**src/rtl/rf_writeback_unit.sv**
```systemverilog
// Write-back stage of the 3-stage RISC-V pipeline: retires instructions from execute,
// waits for and formats load data, drives the register file write port and forwards it.
module rf_writeback_unit #(
    parameter int XLEN         = 32,
    parameter int LOAD_TIMEOUT = 16
) (
    input  logic            clk,
    input  logic            rst_n,
    input  logic            ex_valid,
    input  logic            ex_regwrite,
    input  logic [4:0]      ex_rd,
    input  logic [1:0]      ex_wbsel,
    input  logic [XLEN-1:0] ex_alu,
    input  logic [XLEN-1:0] ex_pc,
    input  logic [XLEN-1:0] ex_imm,
    input  logic [2:0]      ex_funct3,
    input  logic            dmem_rvalid,
    input  logic [XLEN-1:0] dmem_rdata,
    input  logic [4:0]      fwd_raddr1,
    input  logic [4:0]      fwd_raddr2,
    output logic            rfwrite,
    output logic [4:0]      waddr,
    output logic [XLEN-1:0] wdata,
    output logic            wb_stall,
    output logic            fwd_hit1,
    output logic            fwd_hit2,
    output logic [XLEN-1:0] fwd_data1,
    output logic [XLEN-1:0] fwd_data2,
    output logic            load_timeout
);

    localparam int CNT_W = (LOAD_TIMEOUT > 2) ? $clog2(LOAD_TIMEOUT) : 1;
    localparam logic [CNT_W-1:0] CNT_LAST = CNT_W'(LOAD_TIMEOUT - 1);

    localparam logic [1:0] WB_ALU  = 2'b00;
    localparam logic [1:0] WB_LOAD = 2'b01;
    localparam logic [1:0] WB_PC4  = 2'b10;

    typedef enum logic [0:0] {
        IDLE      = 1'b0,
        LOAD_WAIT = 1'b1
    } wbState_t;

    wbState_t        state_q, state_d;
    logic [CNT_W-1:0] cnt_q, cnt_d;
    logic            rfwrite_q, rfwrite_d;
    logic [4:0]      waddr_q, waddr_d;
    logic [XLEN-1:0] wdata_q, wdata_d;
    logic            timeout_q, timeout_d;
    logic [4:0]      ldRd_q, ldRd_d;
    logic            ldRegwrite_q, ldRegwrite_d;
    logic [2:0]      ldFunct3_q, ldFunct3_d;
    logic [1:0]      ldOffset_q, ldOffset_d;

    logic [XLEN-1:0] nonLoadData;
    logic [XLEN-1:0] loadData;

    // Byte lanes are picked from the aligned word by the low address bits of the load.
    function automatic logic [XLEN-1:0] formatLoad(
        input logic [2:0]      funct3,
        input logic [1:0]      offset,
        input logic [XLEN-1:0] word
    );
        logic [7:0]  lane8;
        logic [15:0] lane16;
        lane8  = word[{offset, 3'b000} +: 8];
        lane16 = offset[1] ? word[31:16] : word[15:0];
        case (funct3)
            3'b000:  formatLoad = {{(XLEN-8){lane8[7]}}, lane8};
            3'b001:  formatLoad = {{(XLEN-16){lane16[15]}}, lane16};
            3'b100:  formatLoad = {{(XLEN-8){1'b0}}, lane8};
            3'b101:  formatLoad = {{(XLEN-16){1'b0}}, lane16};
            default: formatLoad = word;
        endcase
    endfunction

    always_comb begin
        case (ex_wbsel)
            WB_ALU:  nonLoadData = ex_alu;
            WB_PC4:  nonLoadData = ex_pc + XLEN'(4);
            default: nonLoadData = ex_imm;
        endcase
        loadData = formatLoad(ldFunct3_q, ldOffset_q, dmem_rdata);
    end

    // Next-state logic. Only IDLE accepts, which is exactly ex_valid with wb_stall low;
    // rfwrite defaults low so every write lasts a single cycle.
    always_comb begin
        state_d      = state_q;
        cnt_d        = cnt_q;
        rfwrite_d    = 1'b0;
        waddr_d      = waddr_q;
        wdata_d      = wdata_q;
        timeout_d    = timeout_q;
        ldRd_d       = ldRd_q;
        ldRegwrite_d = ldRegwrite_q;
        ldFunct3_d   = ldFunct3_q;
        ldOffset_d   = ldOffset_q;

        case (state_q)
            IDLE: begin
                if (ex_valid) begin
                    if (ex_wbsel == WB_LOAD) begin
                        ldRd_d       = ex_rd;
                        ldRegwrite_d = ex_regwrite;
                        ldFunct3_d   = ex_funct3;
                        ldOffset_d   = ex_alu[1:0];
                        cnt_d        = '0;
                        state_d      = LOAD_WAIT;
                    end else begin
                        rfwrite_d = ex_regwrite && (ex_rd != 5'd0);
                        waddr_d   = ex_rd;
                        wdata_d   = nonLoadData;
                    end
                end
            end
            LOAD_WAIT: begin
                if (dmem_rvalid) begin
                    rfwrite_d = ldRegwrite_q && (ldRd_q != 5'd0);
                    waddr_d   = ldRd_q;
                    wdata_d   = loadData;
                    state_d   = IDLE;
                end else if (cnt_q == CNT_LAST) begin
                    timeout_d = 1'b1;
                    state_d   = IDLE;
                end else begin
                    cnt_d = cnt_q + 1'b1;
                end
            end
            default: state_d = IDLE;
        endcase
    end

    always_ff @(posedge clk or negedge rst_n) begin
        if (!rst_n) begin
            state_q      <= IDLE;
            cnt_q        <= '0;
            rfwrite_q    <= 1'b0;
            waddr_q      <= 5'd0;
            wdata_q      <= '0;
            timeout_q    <= 1'b0;
            ldRd_q       <= 5'd0;
            ldRegwrite_q <= 1'b0;
            ldFunct3_q   <= 3'd0;
            ldOffset_q   <= 2'd0;
        end else begin
            state_q      <= state_d;
            cnt_q        <= cnt_d;
            rfwrite_q    <= rfwrite_d;
            waddr_q      <= waddr_d;
            wdata_q      <= wdata_d;
            timeout_q    <= timeout_d;
            ldRd_q       <= ldRd_d;
            ldRegwrite_q <= ldRegwrite_d;
            ldFunct3_q   <= ldFunct3_d;
            ldOffset_q   <= ldOffset_d;
        end
    end

    // Forwarding looks only at registered outputs, so it cannot form a loop with decode.
    assign fwd_hit1  = rfwrite_q && (waddr_q != 5'd0) && (waddr_q == fwd_raddr1);
    assign fwd_hit2  = rfwrite_q && (waddr_q != 5'd0) && (waddr_q == fwd_raddr2);
    assign fwd_data1 = fwd_hit1 ? wdata_q : '0;
    assign fwd_data2 = fwd_hit2 ? wdata_q : '0;

    assign rfwrite      = rfwrite_q;
    assign waddr        = waddr_q;
    assign wdata        = wdata_q;
    assign wb_stall     = (state_q == LOAD_WAIT);
    assign load_timeout = timeout_q;

endmodule

```
**config.mk**
```make
export PLATFORM = sky130hd
export DESIGN_NAME = rf_writeback_unit
export DESIGN_NICKNAME = d
export VERILOG_FILES = /design/src/rtl/rf_writeback_unit.sv
export SDC_FILE = /design/constraint.sdc
export NUM_CORES = 1
export LEC_CHECK = 0
export CAP_MARGIN = 25
export CORE_ASPECT_RATIO = 1.2
export CORE_UTILIZATION = 43
export CTS_CLUSTER_DIAMETER = 100
export DETAILED_ROUTE_END_ITERATION = 10
export GPL_ROUTABILITY_DRIVEN = 0
export PLACE_DENSITY = 0.91
export SETUP_SLACK_MARGIN = 0.3
export SYNTH_ARGS = -nofsm -noshare
export SYNTH_HDL_FRONTEND = slang
export SYNTH_SLANG_ARGS = --single-unit
```
**constraint.sdc**
```tcl
create_clock -name clk -period 3.3 [get_ports clk]
set_input_delay 0.33 -clock clk [delete_from_list [all_inputs] [get_ports clk]]
set_output_delay 0.33 -clock clk [all_outputs]
set_load 0.02 [all_outputs]
```
==> results of run 1 <==
==> kinds of logic after synthesis <==
group	count (synthesis)	synth area share (%)
compound gates	160	22.9
buf+inv	53	4.43
fa+ha+maj	2	0.528
simple gates	309	33.2
flops	55	29.0
xor+xnor	26	4.80
mux	23	5.17
==> worst reg2reg max path, stage by stage (launching register included) <==
cell and delay [ns]:
dfrtp_1 0.44, mux2_2 0.38, mux4_2 0.47, a21oi_2 0.55, a221o_1 0.28, a21oi_1 0.04
==> synthesized netlist by cell type (4+ instances only) <==
cell and number:
o21ai_0 33, dfrtp_1 55, inv_1 12, a221o_1 4
nand2b_1 4, a221oi_1 11, and4_1 4, o211ai_1 7
nand4_1 8, a211oi_1 8, nor3_1 16, o221ai_1 8
nand3_1 22, clkbuf_1 35, nor4_1 10, nor2b_1 5
or3_1 5, o21ai_1 6, and2_1 69, xnor2_1 14
mux2i_1 20, o22ai_1 12, a21oi_1 32, xor2_1 12
a222oi_1 5, nand2_1 95, a31oi_1 7, nor2_1 57
==> metal layers <==
metal	track usage [%]	part of all wire [%]	wire [um]	vias up
met4	24.2	7.1	1460	0
met2	62.4	49	10000	443
met5	0	0	0	-
met3	5.76	9.8	2010	113
li1	-	-	-	2753
met1	38.6	34	7050	2862
==> area by class of cell <==
class / count / area [um2]
clock buffers: 6 / 139
clock inverters: 1 / 5.00
fillers: 805 / 3010
inverters: 12 / 45.0
multi-input cells: 520 / 3180
flip-flops and latches: 55 / 1380
well taps: 129 / 161
repair buffers: 275 / 2700
==> per-stage QoR <==
stage | util (%) | instances | area, um2
after global placement | 70.1 | 990 | 7450
final | 71.6 | 998 | 7610
after detailed placement | 70.1 | 990 | 7450
after CTS | 71.5 | 997 | 7590
after floorplan | - | 628 | 4740
after global routing | 71.6 | 998 | 7610
==> state kept, by name (all words and copies together) (netlist names) <==
register      cells
cnt_q             4
ldRd_q            5
waddr             5
load_timeout      1
ldFunct3_q        3
ldOffset_q        2
wb_stall          1
rfwrite           1
ldRegwrite_q      1
wdata            32
==> repair_timing <==
action	CTS	global route
hold buffers	0	0
setup buffers	0	0
gates cloned	0	0
gates resized for setup	1	2
setup endpoints to repair	64	64
==> power groups by stage <==
stage                     Combinational (uW)  Sequential (uW)  Clock, uW
final                                   1260             1010        525
after global routing                    1330             1030        555
after CTS                               1240             1000        527
after detailed placement                1230             1010          0
after global placement                  1200              999          0
after floorplan                          492             1080          0
==> worst max-delay path by stage <==
stage | start | to | slack, ns | depth (start not counted)
finish | waddr[1] | fwd_data2[0] | 0.38 | 6
global route | waddr[1] | fwd_data2[12] | 0.32 | 6
CTS | waddr[1] | fwd_data2[3] | 0.32 | 6
detailed placement | fwd_raddr1[4] | fwd_data1[9] | 0.48 | 7
global placement | fwd_raddr2[0] | fwd_data2[17] | 0.60 | 7
floorplan | waddr[2] | fwd_data1[22] | 1.04 | 5
==> impl_metrics.env, run 1 <==
export IMPL_run_status="finished with violations"
export IMPL_violations="DRC"
export IMPL_die_area_um2=11500
export IMPL_period_minus_slack_ns=2.92
export IMPL_hold_path_class="input port to async pin"
export IMPL_die_w_um=97.9
export IMPL_core_um2=10600
export IMPL_p_leak_uw=0.00294
export IMPL_clkPwrFrac_pct=18.8
export IMPL_r2r_start="ldOffset_q[0]"
export IMPL_drive_gt1_share_pct=5.18
export IMPL_clkTransAtPathRegs_ns=0.07
export IMPL_ys_seq_area_share_pct=29.0
export IMPL_p_int_uw=1710
export IMPL_grt_total_usage_pct=35.0
export IMPL_crit_type="flip-flop to output port"
export IMPL_dr_pass1_iters=9
export IMPL_critPathSlowestCell="or4_1"
export IMPL_hold_viol_final=0
export IMPL_routed_via_density=6.18
export IMPL_clock_root_buffer="clkbuf_16"
export IMPL_path_max_fanout=33
export IMPL_hold_slack_ns=0.0989
export IMPL_r2r_end="wdata[17]"
export IMPL_grt_max_degree=35
export IMPL_num_vias=6171
export IMPL_reg2regPathDepth=5
export IMPL_first_iter_violations=574
export IMPL_ys_flop_type="dfrtp_1"
export IMPL_place_ws_ns=0.477
export IMPL_yosysWarnings=0
export IMPL_grt_setup_unrepaired="no"
export IMPL_antenna_found_initial=0
export IMPL_path_buf_inv=2
export IMPL_start_util_pct=44.7
export IMPL_startpoint_type="flip-flop"
export IMPL_first_global_vias=5968
export IMPL_h_tree_depth=2
export IMPL_max_slew_margin_rel_pct=32.7
export IMPL_yosys_area_top_type="dfrtp_1"
export IMPL_drt_total_wl_um=20500
export IMPL_clk_insertion_delay_late_ns=0.29
export IMPL_io_pins=259
export IMPL_synthesis_nets=783
export IMPL_yosys_top_cells_area="dfrtp_1 29%, and2_1 9.1%, nand2_1 7.5%, nor2_1 4.5%, mux2i_1 4.2%"
export IMPL_fmax_ghz=0.342
export IMPL_netlist_instances=628
export IMPL_n_antenna_cell=0
export IMPL_syn_avg_cell_area_um2=7.55
export IMPL_skew_ns=0.00570
export IMPL_total_power_uw=2790
export IMPL_ys_ff_latch=55
export IMPL_place_hpwl_um=16100
export IMPL_pwr_share_comb_pct=45.0
export IMPL_setup_viol=0
export IMPL_numClockSinks=55
export IMPL_p_sw_uw=1080
export IMPL_slew_violations=0
export IMPL_die_y_um=117
export IMPL_final_common_cell="clkdlybuf4s50_1"
export IMPL_regToRegSetupSlack_ns=1.00
export IMPL_cts_buffer_depth=2
export IMPL_synth_edf_count=0
export IMPL_area_delta_synth_final_pct=60.4
export IMPL_cp_data_arrival_time_ns=2.59
export IMPL_p_per_area_nw_per_um2=367
export IMPL_portBuffers=258
export IMPL_wl_per_cell_um=20.6
export IMPL_postRouteAntennaNets=0
export IMPL_ir_worst_vdd_uv=253
export IMPL_cpPeakStageDelay_ns=0.58
export IMPL_period_share_pct=88.6
export IMPL_maxCapViolCount=0
export IMPL_grt_pass1_wl_um=31000
export IMPL_synth_cell_types=65
export IMPL_path_cells="or4_1, o21ai_2, nor4_2, buf_4, and2_1, clkdlybuf4s50_1"
export IMPL_p_sw_share_pct=38.6
export IMPL_pwr_share_seq_pct=36.2
export IMPL_nets=1024
export IMPL_layout_setup_ws_ns=0.378
export IMPL_async_flop_share_pct=100
export IMPL_final_cell_mix="256 x clkdlybuf4s50_1, 95 x nand2_1, 69 x and2_1"
export IMPL_synth_area_um2=4740
export IMPL_timing_setup_tns_ns=0
export IMPL_netlist_area_leader_share_pct=29.0
export IMPL_cpLargestDelayFamily="simple AND/OR/NAND/NOR gates"
export IMPL_drc=21
export IMPL_cts_tree="done"
export IMPL_crit_path_end_kind="output port"
export IMPL_cts_buffers=5
export IMPL_rows=41
export IMPL_overflow=0
export IMPL_tightest_slew_ns=1.01
export IMPL_crit_required_ns=2.97
Note: power is estimated with default switching activity, not from simulation.
==> run 2: changes to the inputs <==
Settings changed: CORE_MARGIN from default to 2, CORE_UTILIZATION 43 to 31, PLACE_DENSITY 0.91 to 0.69, RECOVER_POWER from default to 50.
==> impl_metrics.env, run 2 (synthesis gave the netlist of run 1 again) <==
export IMPL_skew_ns=0.00520
export IMPL_num_vias=5843
export IMPL_io_pins=259
export IMPL_grt_setup_unrepaired="no"
export IMPL_reg2regPathDepth=6
export IMPL_overflow=0
export IMPL_first_iter_violations=460
export IMPL_die_w_um=117
export IMPL_postRouteAntennaNets=0
export IMPL_start_util_pct=31.7
export IMPL_portBuffers=258
export IMPL_regToRegSetupSlack_ns=0.80
export IMPL_cp_data_arrival_time_ns=2.52
export IMPL_largest_reg_flops=32
export IMPL_place_ws_ns=0.544
export IMPL_grt_max_degree=38
export IMPL_fmax_ghz=0.351
export IMPL_n_antenna_cell=0
export IMPL_final_cell_mix="218 x clkdlybuf4s50_1, 95 x nand2_1, 69 x and2_1"
export IMPL_startpoint_type="flip-flop"
export IMPL_place_hpwl_um=17000
export IMPL_routed_via_density=5.43
export IMPL_max_slew_margin_rel_pct=-34.1
export IMPL_setup_viol=0
export IMPL_first_global_vias=5643
export IMPL_crit_path_end_kind="output port"
export IMPL_r2r_end="wdata[15]"
export IMPL_slew_violations=38
export IMPL_die_y_um=139
export IMPL_nets=1027
export IMPL_min_to="load_timeout"
export IMPL_p_leak_uw=0.00296
export IMPL_cts_buffers=5
export IMPL_hold_start="load_timeout"
export IMPL_timing_setup_tns_ns=0
export IMPL_die_area_um2=16300
export IMPL_drc=0
export IMPL_rows=49
export IMPL_tightest_slew_ns=2.01
export IMPL_crit_required_ns=2.97
export IMPL_ir_worst_vdd_uv=236
export IMPL_core_um2=15000
export IMPL_r2r_start="wb_stall"
export IMPL_wl_per_cell_um=19.4
export IMPL_drive_gt1_share_pct=4.81
export IMPL_clkTransAtPathRegs_ns=0.07
export IMPL_hold_buffers=0
export IMPL_hold_path_class="flip-flop to flip-flop"
export IMPL_layout_setup_ws_ns=0.449
export IMPL_maxCapViolCount=1
export IMPL_cts_tree="done"
export IMPL_hold_depth=2
export IMPL_seq_area_um2=1380
export IMPL_violations="capacitance limit, slew limit"
export IMPL_period_share_pct=86.4
export IMPL_path_max_fanout=33
export IMPL_period_minus_slack_ns=2.85
export IMPL_clock_root_buffer="clkbuf_16"
export IMPL_numClockSinks=55
export IMPL_multi_input_area_um2=3180
export IMPL_grt_total_usage_pct=25.1
export IMPL_crit_type="flip-flop to output port"
export IMPL_hold_viol_final=0
export IMPL_antenna_found_initial=0
export IMPL_cts_buffer_depth=2
export IMPL_p_per_area_nw_per_um2=372
export IMPL_dr_pass1_iters=8
export IMPL_area_delta_synth_final_pct=63.4
export IMPL_fill_cells=1480
export IMPL_final_common_cell="clkdlybuf4s50_1"
export IMPL_drt_total_wl_um=20900
export IMPL_run_status="finished with violations"
export IMPL_h_tree_depth=2
export IMPL_grt_pass1_wl_um=31200
export IMPL_clk_insertion_delay_late_ns=0.29
run 2: critical path, stage by stage, from the launching register on:
cell	delay, ns
dfrtp_1	0.44
or4_1	0.56
o21ai_2	0.19
nor4_2	0.07
buf_4	0.22
and2_1	0.20
clkdlybuf4s50_1	0.53
run 2: worst max-delay path by stage:
| stage | startpoint | to | slack (ns) | cells after the start |
|---|---|---|---|---|
| floorplan | waddr[2] | fwd_data1[22] | 1.04 | 5 |
| global placement | fwd_raddr2[4] | fwd_data2[12] | 0.58 | 7 |
| detailed placement | fwd_raddr1[2] | fwd_data1[31] | 0.54 | 7 |
| CTS | waddr[1] | fwd_data2[9] | 0.38 | 6 |
| global route | waddr[2] | fwd_data2[31] | 0.32 | 6 |
| finish | waddr[1] | fwd_data2[9] | 0.45 | 6 |
run 2: cell type report:
class	count	share of cell area, %
clock buffer	6	1.66
tap	204	3.29
inverter	12	0.581
sequential	55	17.8
timing repair buffer	278	34.9
multi-input combinational	520	41.0
clock inverter	2	0.775
run 2: metrics by stage:
stage / hold WS (ns) / util, % / total power [uW] / area [um2] / cells
final: 0.496 / 51.8 / 2880 / 7750 / 1077
after global routing: 0.525 / 51.8 / 3050 / 7750 / 1077
after CTS: 0.173 / 51.9 / 2940 / 7760 / 1077
after detailed placement: 0.469 / 50.6 / 2250 / 7570 / 1069
after global placement: 0.466 / 50.6 / 2240 / 7560 / 1068
after floorplan: 0.0344 / - / 1570 / 4740 / 628
run 2: power breakdown:
part           leakage, uW  switching, uW  total (uW)  internal (uW)
clock            0.0000911            248         684            436
combinational      0.00222            614        1170            558
sequential        0.000653            210        1030            816
run 2: what timing repair did:
| action | 4_1_cts | 5_1_grt |
|---|---|---|
| gates resized for setup | 1 | 1 |
| endpoints found under the setup margin | 32 | 31 |
| buffers inserted | 0 | 0 |
run 2: metal layers:
metal,vias to the layer above,part of all wire (%),track usage [%]
li1,2759,-,-
met1,2722,38,29.9
met2,318,51,44.8
met3,44,7.9,4.36
met4,0,3.5,8.24
met5,-,0,0
==> run 3: changes to the inputs <==
==> constraint.sdc (replaced) <==
create_clock -name clk -period 3.3 [get_ports clk]
set_input_delay 0.33 -clock clk [delete_from_list [all_inputs] [get_ports clk]]
set_output_delay 0.33 -clock clk [all_outputs]
set_load 0.005 [all_outputs]
==> impl_metrics.env, run 3 (synthesis gave the netlist of run 1 again) <==
export IMPL_crit_required_ns=2.97
export IMPL_skew_ns=0.00900
export IMPL_final_area_um2=7700
export IMPL_clkTransAtPathRegs_ns=0.08
export IMPL_cts_buffer_depth=2
export IMPL_drt_total_wl_um=20900
export IMPL_fill_cells=1502
export IMPL_ir_worst_vdd_uv=260
export IMPL_p_int_uw=1660
export IMPL_p_sw_uw=966
export IMPL_place_hpwl_um=17000
export IMPL_grt_max_degree=35
export IMPL_regToRegSetupSlack_ns=0.68
export IMPL_dr_pass1_iters=5
export IMPL_seq_area_um2=1380
export IMPL_hold_slack_ns=0.501
export IMPL_wl_per_cell_um=19.5
export IMPL_area_delta_synth_final_pct=62.3
export IMPL_tightest_slew_ns=1.89
export IMPL_die_w_um=117
export IMPL_crit_path_end_kind="output port"
export IMPL_drive_gt1_share_pct=4.70
export IMPL_largest_reg_flops=32
export IMPL_antenna_found_initial=0
export IMPL_final_core_util_pct=51.5
export IMPL_num_vias=5723
export IMPL_hold_path_class="flip-flop to flip-flop"
export IMPL_period_minus_slack_ns=2.83
export IMPL_clock_root_buffer="clkbuf_16"
export IMPL_p_per_area_nw_per_um2=341
export IMPL_run_status="finished with violations"
export IMPL_cp_data_arrival_time_ns=2.50
export IMPL_hold_depth=2
export IMPL_detailed_place_area_um2=7570
export IMPL_p_sw_share_pct=36.8
export IMPL_violations="capacitance limit, slew limit"
export IMPL_final_common_cell="clkdlybuf4s50_1"
export IMPL_overflow=0
export IMPL_first_global_vias=5406
export IMPL_cts_tree="done"
export IMPL_period_share_pct=85.7
export IMPL_cts_buffers=5
export IMPL_n_antenna_cell=0
export IMPL_hold_buffers=0
export IMPL_grt_pass1_wl_um=31100
export IMPL_core_um2=15000
export IMPL_hold_start="load_timeout"
export IMPL_maxCapViolCount=1
export IMPL_clk_insertion_delay_late_ns=0.30
export IMPL_crit_type="flip-flop to output port"
export IMPL_start_util_pct=31.7
export IMPL_numClockSinks=55
export IMPL_routed_via_density=5.32
export IMPL_nets=1026
export IMPL_pwr_share_seq_pct=39.0
export IMPL_final_cell_mix="217 x clkdlybuf4s50_1, 95 x nand2_1, 69 x and2_1"
export IMPL_reg2regPathDepth=6
export IMPL_r2r_end="wdata[15]"
export IMPL_die_y_um=139
export IMPL_io_pins=259
export IMPL_startpoint_type="flip-flop"
export IMPL_die_area_um2=16300
export IMPL_h_tree_depth=2
export IMPL_fmax_ghz=0.354
export IMPL_rows=49
export IMPL_postRouteAntennaNets=0
export IMPL_multi_input_area_um2=3170
export IMPL_min_to="load_timeout"
export IMPL_setup_viol=0
export IMPL_grt_total_usage_pct=25.1
export IMPL_slew_violations=35
export IMPL_drc=0
export IMPL_portBuffers=258
export IMPL_hold_viol_final=0
export IMPL_p_leak_uw=0.00294
export IMPL_first_iter_violations=418
export IMPL_path_max_fanout=33
export IMPL_total_power_uw=2620
export IMPL_grt_setup_unrepaired="no"
export IMPL_pwr_share_comb_pct=39.3
export IMPL_clkPwrFrac_pct=21.6
export IMPL_max_slew_margin_rel_pct=-26.1
export IMPL_r2r_start="wb_stall"
export IMPL_timing_setup_tns_ns=0
-- run 3: cell types whose count changed in the layout (fill, tap and decap cells not counted), sizes merged --
cell,change
bufinv,-2
dlygate4sd3,+1
clkinv,+1
clkbuf,-2
clkdlybuf4s50,-1
inv,+2
-- run 3: critical path, cell delays in order, from the launching register on --
cell and delay [ns]:
dfrtp_1 0.44, or4_1 0.53, o21ai_1 0.24, nor4_2 0.09, buf_4 0.23, and2_1 0.20, clkdlybuf4s50_1 0.45
-- run 3: layout make-up --
class | instances | share of cell area [%]
inverters | 12 | 0.585
repair buffers | 277 | 35.1
flip-flops and latches | 55 | 17.9
clock inverters | 3 | 0.341
multi-input cells | 520 | 41.2
well taps | 204 | 3.32
clock buffers | 5 | 1.63
-- run 3: metal layers --
metal / vias to the layer above / share of wire, % / global-route usage (%)
li1: 2762 / - / -
met1: 2628 / 39 / 31.0
met2: 287 / 50 / 44.2
met3: 46 / 6.8 / 3.31
met4: 0 / 3.5 / 8.42
met5: - / 0 / 0
-- run 3: worst max-delay path by stage --
stage | end | start | slack [ns] | depth (start not counted)
final | fwd_data2[31] | waddr[1] | 0.47 | 6
after CTS | fwd_data2[24] | waddr[1] | 0.35 | 6
after global routing | fwd_data2[24] | waddr[1] | 0.35 | 6
after detailed placement | wdata[31] | ex_pc[7] | 0.62 | 5
after floorplan | fwd_data1[22] | waddr[1] | 1.37 | 5
after global placement | wdata[31] | ex_pc[7] | 0.64 | 5
-- run 3: power by group through the flow --
stage	Combinational (uW)	Clock, uW	Sequential, uW
2_1_floorplan	483	0	952
3_3_place_gp	1060	0	1040
3_5_place_dp	1070	0	1040
4_1_cts	1070	568	1030
5_1_grt	1130	602	1050
6_report	1030	568	1020
-- run 3: metrics by stage --
| step | setup WS [ns] | cells |
|---|---|---|
| 3_5_place_dp | 0.615 | 1068 |
| 4_1_cts | 0.348 | 1076 |
| 5_1_grt | 0.352 | 1076 |
| 2_1_floorplan | 1.37 | 628 |
| 3_3_place_gp | 0.642 | 1067 |
| 6_report | 0.472 | 1076 |
-- run 3: repair_timing --
action	in CTS	in global routing
gates resized for setup	0	1
setup buffers	0	0
endpoints found under the setup margin	0	35
